$ cat src/rtl/mem_arbiter.sv
// Two-requester arbiter/sequencer for a single-port synchronous-read word memory.
// Define MEM_ARB_RR_EN for round-robin IDLE arbitration (default: fixed priority, requester 0 first).
module mem_arbiter #(
    parameter int ADDR_W   = 12,
    parameter int DATA_W   = 12,
    parameter int LOCK_MAX = 15
) (
    input  logic              clk,
    input  logic              rst,
    input  logic              req0,
    input  logic              req1,
    input  logic              we0,
    input  logic              we1,
    input  logic              lock0,
    input  logic              lock1,
    input  logic [ADDR_W-1:0] addr0,
    input  logic [ADDR_W-1:0] addr1,
    input  logic [DATA_W-1:0] wdata0,
    input  logic [DATA_W-1:0] wdata1,
    output logic              gnt0,
    output logic              gnt1,
    output logic              rvalid0,
    output logic              rvalid1,
    output logic [DATA_W-1:0] rdata0,
    output logic [DATA_W-1:0] rdata1,
    output logic [ADDR_W-1:0] mem_addr,
    output logic              mem_we,
    output logic [DATA_W-1:0] mem_wdata,
    input  logic [DATA_W-1:0] mem_rdata
);

    localparam int CNT_W = (LOCK_MAX > 0) ? $clog2(LOCK_MAX + 1) : 1;
    localparam logic [CNT_W-1:0] CNT_MAX = CNT_W'(LOCK_MAX);

    typedef enum logic [1:0] {IDLE, OWN0, OWN1} state_t;

    state_t            state_q, state_d;
    logic [CNT_W-1:0]  cnt_q, cnt_d, cnt_inc;
    logic [1:0]        rd_pend_q, rd_pend_d;
    logic [ADDR_W-1:0] addr_q;
    logic              prefer1;
    logic              any_gnt, win_lock, forced;

`ifdef MEM_ARB_RR_EN
    logic              last_win_q;
    assign prefer1 = ~last_win_q;
`else
    // Set only after a forced release of requester 0, so the waiting side gets the next slot.
    logic              pri1_q;
    assign prefer1 = pri1_q;
`endif

    always_comb begin
        gnt0 = 1'b0;
        gnt1 = 1'b0;
        if (!rst) begin
            case (state_q)
                OWN0:    gnt0 = req0;
                OWN1:    gnt1 = req1;
                default: begin
                    gnt0 = req0 & ~(req1 & prefer1);
                    gnt1 = req1 & ~(req0 & ~prefer1);
                end
            endcase
        end
    end

    assign any_gnt   = gnt0 | gnt1;
    assign win_lock  = gnt1 ? lock1 : lock0;
    assign mem_we    = (gnt1 & we1) | (gnt0 & we0);
    assign mem_wdata = gnt1 ? wdata1 : (gnt0 ? wdata0 : '0);
    // Holding the last granted address keeps the memory's read address register stable.
    assign mem_addr  = gnt1 ? addr1 : (gnt0 ? addr0 : addr_q);
    assign rd_pend_d = {gnt1 & ~we1, gnt0 & ~we0};
    assign cnt_inc   = cnt_q + 1'b1;
    assign forced    = (LOCK_MAX != 0) && any_gnt && win_lock && (cnt_inc == CNT_MAX);

    always_comb begin
        state_d = state_q;
        cnt_d   = cnt_q;
        if (any_gnt) begin
            if (win_lock && !forced) begin
                state_d = gnt1 ? OWN1 : OWN0;
                if (LOCK_MAX != 0) cnt_d = cnt_inc;
            end else begin
                state_d = IDLE;
                cnt_d   = '0;
            end
        end
    end

    assign rvalid0 = rd_pend_q[0];
    assign rvalid1 = rd_pend_q[1];
    assign rdata0  = rd_pend_q[0] ? mem_rdata : '0;
    assign rdata1  = rd_pend_q[1] ? mem_rdata : '0;

    always_ff @(posedge clk or posedge rst) begin
        if (rst) begin
            state_q    <= IDLE;
            cnt_q      <= '0;
            rd_pend_q  <= '0;
            addr_q     <= '0;
`ifdef MEM_ARB_RR_EN
            last_win_q <= 1'b1;
`else
            pri1_q     <= 1'b0;
`endif
        end else begin
            state_q   <= state_d;
            cnt_q     <= cnt_d;
            rd_pend_q <= rd_pend_d;
            if (any_gnt) begin
                addr_q     <= mem_addr;
`ifdef MEM_ARB_RR_EN
                last_win_q <= gnt1;
`else
                pri1_q     <= forced & gnt0;
`endif
            end
        end
    end

endmodule

$ cat config.mk
export PLATFORM = sky130hd
export DESIGN_NAME = mem_arbiter
export DESIGN_NICKNAME = d
export VERILOG_FILES = /design/src/rtl/mem_arbiter.sv
export SDC_FILE = /design/constraint.sdc
export NUM_CORES = 1
export LEC_CHECK = 0
export CAP_MARGIN = 30
export CORE_MARGIN = 2
export CORE_UTILIZATION = 36
export CTS_CLUSTER_SIZE = 12
export DETAILED_ROUTE_END_ITERATION = 10
export PLACE_DENSITY = 0.87
export RECOVER_POWER = 100
export SLEW_MARGIN = 10
export SYNTH_ARGS = -nofsm -noshare
export SYNTH_HDL_FRONTEND = slang
export SYNTH_SLANG_ARGS = --single-unit
$ cat constraint.sdc
create_clock -name clk -period 4.39 [get_ports clk]
set_input_delay 0.878 -clock clk [delete_from_list [all_inputs] [get_ports clk]]
set_output_delay 0.878 -clock clk [all_outputs]
set_load 0.005 [all_outputs]
Word level (Yosys, flattened, before mapping)
Index checks and enable logic that the tools add are counted.

Reductions and logical operators: 4. Add/sub/neg operators: 1. Equality and inequality tests: 3. Multiplexer cells: 14. Bitwise gates (word level): 16.

Operators by type and width (number): $mux W12 (6); $and A1 B1 Y1 (9); $not A1 Y1 (5); $add A4 B1 Y4 const B (1); $eq A4 B4 Y1 const B (1); $mux W2 (2); $mux W4 (1); $pmux W1 S2 (2); $logic_and A1 B1 Y1 (3); $mux W1 (3); $eq A2 B1 Y1 const B (1); $eq A2 B2 Y1 const B (1); $or A1 B1 Y1 (2); $logic_not A1 Y1 (1).

Bits in registers: 21. Output and inout port bits: 53. Word-level logic and storage cells: 43. Input port bits: 68.

Depth between registers and ports, before layout
Gate-level depths: netlist (run 1).

Depth in word-level cells: 12. Mapped depth: 9.

Worst setup path before layout (run 1)
Ideal clock, no wire load.

Kind: input-to-output. Start point: input rst. End point: output mem_addr[0]. Data required time: 3.512 ns. Arrival time: 2.364 ns. Path slack: 1.148 ns. Buffers on the path: 1. Cell stages on the path: 6. Path through: inv_1 > o2111ai_2 > inv_2 > clkbuf_1 > nand2_1 > a31oi_1.

Word-level cells in the longest chain between the ends: 3. Elaborated cells between the ends (all ways): 4. Classes of those cells: mux: 4.

Ends and longest elaborated chain: from (decl) (line 9) `input logic rst,`; $mux W1 (line 56) `if (!rst) begin`; $mux W12 (line 73) `assign mem_addr = gnt1 ? addr1 : (gnt0 ? addr0 : addr_q);`; $mux W12 * (line 73); to (decl) (line 26) `output logic [ADDR_W-1:0] mem_addr,`.

Every way passes the cells marked *; elsewhere a longest branch is shown, timed or not.

Worst setup path after layout (run 1)
Start point: input rst. End point: output mem_addr[9].

Same word-level chain as after synthesis.

==> impl_results.md, run 1 <==
* Die height at roughly 69 um
* Final setup viols at 0
* Sequential-to-total area share from yosys stat at 34.37%
* Starting Density at a little under two fifths
* Area contributors post-synth: dfrtp_1 34%, nand2_1 14%, a31oi_1 11%
* Residual DRC at 0
* Final Total Pwr at 1.172 mW
* Synth warn at 0
* Depth of the CTS H-tree at 1
* Xor and xnor fraction of the mapped netlist area at 0%
* Post-route insts no fill at about 370
* Layout area overhead at 81.34%
* Worst setup margin at between 0.15 and 0.2 ns
* PwrDens at about 420 mW/mm^2
* DRT iter0 DRCs at 65
* Ys async rst share at 100.0%
* Placed cells at roughly 370
* Dpl ws at roughly 0.24 ns
* Gr ovfl total at 0
* Num CTS Buffers at 3
* Fin area at between 0.002 and 0.003 mm^2
* Clock Pin Slew Worst Setup and Hold Paths at about 0.080 ns
* Hold Slack at about 0.54 ns
* Fraction of synthesized area in multiplexers at 0%
* Crit end category: output port
* R2R setup slack at 1.78 ns
* DR WL/cell at 13.20 um
* Vias in the first global route at roughly 1800
* Final WL at between 4000 and 5000 um
* Vias/cell at between 5 and 6
* Number of max-cap violations at 0
* Outcome: completed
* CTS max path bufs at 2
* Pins Over Slew Limit at 0
* Hold path depth at 1
* Root buffer cell: clkbuf_8
* Antenna viol nets, final at 0
* Min-Delay Path Class: reg2reg
* Startpoint Class: primary input
* Die Area at ~0.0048 mm^2
* Placed instance area at 0.002735 mm^2
* Largest family of logic cells by synthesized area: simple AND/OR/NAND/NOR gates
* First-pass GRT wire length at ~8300 um
* RSZ-0062 raised after global routing: false
* Setup bufs post-CTS at 0
* Post-cts sizing count at 0
* # IOs at 121
* Kind of critical path: in2out
* Setup tns final at 0 ns
* Relative slew slack at 25.58%
* Main flop type after synthesis: dfrtp_1
* Worst EP required at 3.51 ns
* FMAX at ~0.24 GHz
* Total GRT Usage at about a fifth
* IO Port Bufs at between 100 and 150
* Worst skew pair latency at roughly 0.26 ns
* Net count, final at 394
* Final Hold Fails at 0
* Cells after Synth at 207
* Mapped Area at approximately 0.0015 mm^2
* Final worst-path cycle share at a little over nine tenths
* Synth Register Bits at 21
* Number of flops mapped to enable cells by yosys at 0
* Post-Synth Simple-Gate Area at between 30% and 40%
* Post-Synth Adder-Cell Area at about 3.3%
* Worst R2R Path Depth at 8
* Worst Skew at approximately 0.0052 ns
* Leak Pwr at roughly 1.3 nW
* Initial antenna violation count at 0
* Share of layout cells above drive strength 1 at 2.804%
* Worst EP arrival at about 3.3 ns
* Worst slew pin tran at about 1.1 ns
* Largest area contributor in the netlist: dfrtp_1
* Final Wtd Congestion at between 0.8 and 0.9
* Total core area at just over 0.004 mm^2
* Antenna fix cells at 0
* Clock Sink Count at 21
* Die width at between 60 and 70 um
* Worst VDD drop at 0.3213 mV
* Final core area utilization at 68.33%
* Max FO, Critical Path at 29
* Pin count of the biggest net entering global routing at 32
* Compound-gate portion of the synthesized area at between 10% and 20%
* CTS tree: done
* FP Rows at 23
* Syn_area_per_cell at approximately 7.4 um^2
* Hold buffer count at CTS at 0
* Synth top area share at around a third
* Vias at around 1900
* Pre-antenna DRT Iters at 4
* Fin crit period at between 4 and 5 ns
* Post-detail-place hpwl at between 3000 and 4000 um
* Synth unique cells at 32
* Net Count, Synth at around 280
## Yosys cell counts, drive strengths merged (2+ instances only)
cell / n
and2: 26
buf: 9
ha: 4
nand2: 55
clkbuf: 4
nand2b: 3
o21ai: 4
nand3: 13
a22o: 2
dfrtp: 21
nor2: 17
inv: 7
a21oi: 2
a31oi: 26
## critical path, stage by stage
cell and delay (ns):
dlygate4sd3_1 0.55, nand2b_1 0.16, or3_2 0.69, buf_4 0.32, a31oi_1 0.17, clkdlybuf4s50_1 0.54
## cell type report
type	instances	area, um^2
Fill cell	352	1285
Timing Repair Buffer	123	1216
Multi-Input combinational cell	166	892.1
Sequential cell	21	525.5
Tap cell	50	62.56
Clock buffer	4	45.04
Inverter	7	31.28
## placed cells by master (no fill, tap or decap), types with 3 or more instances in the layout
cell type	netlist	routed
clkbuf_1	4	3
dlygate4sd3_1	0	41
o21ai_0	4	4
and2_1	26	23
ha_1	4	4
a31oi_1	26	26
nor2_1	17	17
dfrtp_1	21	21
nand2_1	55	55
nand3_1	13	13
and2_0	0	3
clkdlybuf4s50_1	0	79
nand2b_1	3	3
clkbuf_8	0	3
inv_1	5	5
## state kept, by name (all words and copies together) (netlist names)
register and cells:
cnt_q 4, state_q 2, rd_pend_q 2, prefer1 1
addr_q 12
## routing by layer
metal,GRT usage [%],vias up,share of wire [%]
li1,-,935,-
met1,25.27,862,42
met2,36.97,81,50
met3,5.378,8,6.1
met4,5.011,0,1.4
met5,0,-,0
## kinds of logic after synthesis
kind of cell	after synthesis
AO/OA/AOI/OAI	42
buffers and inverters	20
flip-flops	21
AND/OR/NAND/NOR	120
adder cells (fa/ha/maj)	4
## power by group
group | switching [mW] | total (mW) | internal (mW)
clock | 0.0609 | 0.126 | 0.0647
sequential | 0.0400 | 0.314 | 0.274
combinational | 0.335 | 0.733 | 0.398
total | 0.436 | 1.17 | 0.736
## path summary, 6_finish.rpt
check | startpoint | end
worst min-delay path | prefer1$_DFFE_PP0P_ | prefer1$_DFFE_PP0P_
worst max register to register | state_q[0]$_DFFE_PP0P_ | cnt_q[1]$_DFFE_PP0P_
min in group asynchronous | rst | rd_pend_q[1]$_DFF_PP0_
worst max-delay path | rst | mem_addr[9]
max in group asynchronous | rst | addr_q[5]$_DFFE_PP0P_
worst min register to register | prefer1$_DFFE_PP0P_ | prefer1$_DFFE_PP0P_
No activity file was read; power rests on OpenSTA's default activity.
==> inputs of run 2 (changes only) <==
SKIP_LAST_GASP = 1   (was not set)
==> results of run 2 <==
The final DEF is identical to that of run 1; final timing and power are the same.
